**src/rtl/register_file_wb.sv**
```systemverilog
// register_file_wb: 32 x N register file with MEM/WB write-back mux; register 0 reads as zero.
// Optional write-through bypass on both read ports when WB_BYPASS_EN is defined.
module register_file_wb #(
  parameter int N = 32
) (
  input  logic         clk,
  input  logic         reset,
  input  logic [N-1:0] ALU_result,
  input  logic [N-1:0] Read_data,
  input  logic [4:0]   WriteRegister,
  input  logic         MemtoReg,
  input  logic         RegWrite,
  input  logic [4:0]   ReadRegister1,
  input  logic [4:0]   ReadRegister2,
  output logic [N-1:0] ReadData1,
  output logic [N-1:0] ReadData2,
  output logic [N-1:0] WriteData
);

  logic [N-1:0] regs [32];
  logic         write_en;

  assign WriteData = MemtoReg ? Read_data : ALU_result;
  assign write_en  = RegWrite && (WriteRegister != 5'd0);

  // Entry 0 is cleared by reset and never written, so it stays zero.
  always_ff @(posedge clk or negedge reset) begin
    if (!reset) begin
      for (int i = 0; i < 32; i++) begin
        regs[i] <= '0;
      end
    end else if (write_en) begin
      regs[WriteRegister] <= WriteData;
    end
  end

  always_comb begin
    ReadData1 = regs[ReadRegister1];
    ReadData2 = regs[ReadRegister2];
`ifdef WB_BYPASS_EN
    if (write_en && (ReadRegister1 == WriteRegister)) ReadData1 = WriteData;
    if (write_en && (ReadRegister2 == WriteRegister)) ReadData2 = WriteData;
`endif
    // Reset and index 0 override everything, including the bypass path.
    if (!reset || (ReadRegister1 == 5'd0)) ReadData1 = '0;
    if (!reset || (ReadRegister2 == 5'd0)) ReadData2 = '0;
  end

endmodule
```
**config.mk**
```make
export PLATFORM = sky130hd
export DESIGN_NAME = register_file_wb
export DESIGN_NICKNAME = d
export VERILOG_FILES = /design/src/rtl/register_file_wb.sv
export SDC_FILE = /design/constraint.sdc
export NUM_CORES = 2
export LEC_CHECK = 0
export BUFFER_PORTS_ARGS = -buffer_cell sky130_fd_sc_hd__buf_2
export CORE_ASPECT_RATIO = 0.9
export CORE_MARGIN = 2
export CORE_UTILIZATION = 45
export DETAILED_ROUTE_END_ITERATION = 10
export PLACE_DENSITY = 0.59
export SYNTH_ARGS = -nofsm -noshare
export SYNTH_HDL_FRONTEND = slang
export SYNTH_SLANG_ARGS = --single-unit
```
**constraint.sdc**
```tcl
create_clock -name clk -period 2.7 [get_ports clk]
set_input_delay 0.405 -clock clk [delete_from_list [all_inputs] [get_ports clk]]
set_output_delay 0.405 -clock clk [all_outputs]
set_load 0.02 [all_outputs]
```
==> out/results.tsv <==
stage	metric	value	unit
outcome	status	complete, but fails checks	
outcome	failing checks	negative setup slack	
final_layout	Regs by FF count	regs: 1024 flops	
synthesis	library cells used by synthesis	44	
floorplanning	Die Height	331	um
global_route	grt total ovfl	0	
placement	placed cell areas	0.0592	mm2
routing	total number of vias	44000	
final_layout	Area growth syn-to-layout	19.9	%
floorplanning	core area	0.117	mm2
final_layout	design area	0.0641	mm2
run	Max Cap Violations	0	
worst_setup_path	kind of critical path	reg -> out	
sta	worst relative slew slack	28.9	%
synthesis	Post-synth top cells	dfrtp_1, a21oi_1, nor2_1	
synthesis	synth warn	0	
global_route	met1 global-route usage	47.3	%
clocking	H-tree depth	3	
floorplanning	Initial Utilization	45.5	%
sta	Setup Viol. Count Final	64	
worst_setup_path	slowest stage delay, CP	520	ps
synthesis	Synth top area share	47.9	%
clocking	clock root buffer	clkbuf_16	
final_layout	ratio of cells with drive above 1 in the final layout	23.2	%
sta	worst slew pin tran	1060	ps
placement	number of port buffers	178	
clocking	CTS Buffer Depth	3	
global_route	busiest grt layer	met2	
synthesis	cell accounting for the most synthesized area	dfrtp_1	
routing	routed vias/inst	6.25	
routing	Starting DRT DRC Count	5182	
worst_setup_path	slowest CP cell	mux4_2	
sta	clock skew after layout	0	ps
synthesis	Syn Nets	5272	
routing	ANT nets after route	0	
worst_setup_path	crit-path cells	mux4_2, a32oi_2, nand4_1, buf_4, buf_6	
worst_setup_path	Worst Setup End Kind	output port	
sta	RSZ-0062 raised after global routing	yes	
synthesis	Area contributors post-synth	dfrtp_1, mux4_2, mux2i_1	
synthesis	Syn Inst Count	5189	
sta	Final Hold Fails	0	
placement	GPL Wtd Cong	0.902	
synthesis	Seq/Total Area, Yosys	47.9	%
worst_setup_path	required time worst endpoint	2300	ps
global_route	vias in the first global route	42300	
routing	First-pass DRT Iterations	8	
worst_setup_path	worst path arrival time	2700	ps
routing	final wirelength	202000	um
power	P per Cell Area	754	mW/mm2
floorplanning	die area	0.122	mm2
sta	Tmin final	3100	ps
clocking	CTS tree	done	
global_route	maximum number of pins on one net before global-route repair	143	
placement	Placed Cells	6771	
power	P_leak	0.0283	uW
floorplanning	die width	367	um
worst_setup_path	Startpoint Class	register	
synthesis	Avg Cell Area, Syn	10.3	um2
synthesis	Synth Register Bits	1024	
synthesis	Post-synth EDFFs	0	
worst_setup_path	Max Fanout on Critical Path	3	
clocking	clock sinks	1024	
sta	Slew Viols, Final	0	
synthesis	most frequent cell after synthesis	dfrtp_1	
synthesis	Synth Flop Type	dfrtp_1	
final_layout	Largest register FFs	1024	
global_route	first-pass GRT wire length	295000	um
min_path	Hold WC Path Type	in -> async	
routing	# DRC	0	
global_route	initial antenna violation count	6	
clocking	Worst-path clk slew	60	ps
final_layout	Fillers	10200	
sta	fmax	322	MHz
clocking	total CTS buffers	113	
sta	final setup margin	-404	ps
sta	part of the cycle the worst path needs	115	%
global_route	grt met3 use	8.92	%
placement	detailed-placement wirelength estimate	131000	um
floorplanning	Rows	119	
final_layout	Nets	5452	
synthesis	share of synthesized registers carrying an async set or reset	100	%
clocking	Clock Latency Late Sink	680	ps
final_layout	Reg with most FFs	regs	
final_layout	Non-Filler Instances	7037	
global_route	M2 GR Usage	48.1	%
global_route	Total GRT Usage	33.0	%
floorplanning	io pins	179	
routing	routed length per instance	28.7	um
power	VDD IR max	0.564	mV
synthesis	Mapped Area	0.0535	mm2
## final cells by class
class | instances | area, um2 | area share, %
clock buffer | 165 | 3410 | 5.31
inverter | 32 | 120 | 0.187
clock inverter | 44 | 439 | 0.685
antenna | 1 | 2.50 | 0.00390
tap | 1573 | 1970 | 3.07
sequential | 1024 | 25600 | 40.0
multi-input combinational | 3576 | 26200 | 40.8
timing repair buffer | 622 | 6370 | 9.93
## cells in the final DEF, fill, tap and decap left out, types with 16 or more instances in the layout
master and n:
dfrtp_1 1024, a21oi_1 617, nor2_1 610, mux2i_1 520
nand2_1 490, o21ai_0 385, buf_4 318, mux4_2 252
a22oi_1 194, nand3_1 146, buf_12 139, clkbuf_16 116
buf_2 108, nand4_1 66, a22o_1 56, a21oi_2 56
buf_6 44, a31oi_2 39, clkbuf_8 33, mux2i_4 32
inv_1 32, clkinv_2 26, clkbuf_1 17, a31oi_1 16
## stage by stage
stage / utilization (%) / worst slack [ps] / power, uW / TNS, ps / hold WS [ps]
2_1_floorplan: - / 361 / 27900 / 0 / 109
3_3_place_gp: 50.4 / -274 / 31400 / -1220 / 378
3_5_place_dp: 50.4 / -308 / 31800 / -1320 / 383
4_1_cts: 54.3 / -406 / 48100 / -10570 / 5.30
5_1_grt: 54.6 / -526 / 50500 / -12620 / 41.7
6_report: 54.6 / -404 / 48300 / -9120 / 27.6
## critical path: cells and delay by family, from the launching register on
| family | cells | cell delay (ps) |
|---|---|---|
| AO/OA/AOI/OAI | 1 | 190 |
| buffers and inverters | 2 | 420 |
| flip-flops | 1 | 410 |
| multiplexers | 1 | 520 |
| AND/OR/NAND/NOR | 1 | 430 |
## per-layer routing
layer  vias to the layer above  part of all wire (%)
met5                         -                 0.015
met4                         4                   3.8
met3                       461                    11
met2                      2407                    43
met1                     22100                    43
li1                      19000                     -
## kinds of logic after synthesis
kind of cell,synth area share [%]
AOI/OAI and AO/OA,14.8
DFF,47.9
buffers and inverters,5.09
and+or+nand+nor,11.2
muxes,21.0
## what timing repair did
action,CTS,global route
endpoints found under the hold margin,117,0
hold buffers,8,0
resized for setup,137,24
endpoints found under the setup margin,63,64
pin swaps,109,50
buffers inserted,26,23
## report_power, final
| part | total (uW) | switching [uW] | internal, uW |
|---|---|---|---|
| Sequential | 21500 | 2760 | 18700 |
| Clock | 16000 | 6690 | 9300 |
| Combinational | 10900 | 5630 | 5230 |
| Total | 48300 | 15100 | 33200 |
## final timing paths
kind | end | from | cells past startpoint | slack [ps]
max | ReadData2[15] | regs[879] | 5 | -400
max in group asynchronous | regs[283] | reset | 5 | 1450
min reg2reg | regs[1012] | regs[1012] | 0 | 390
min in group clk | regs[798] | ALU_result[30] | 3 | 80
min | regs[217] | reset | 3 | 30
max reg2reg | regs[519] | regs[519] | 4 | 1790
Note: power is estimated with default switching activity, not from simulation.
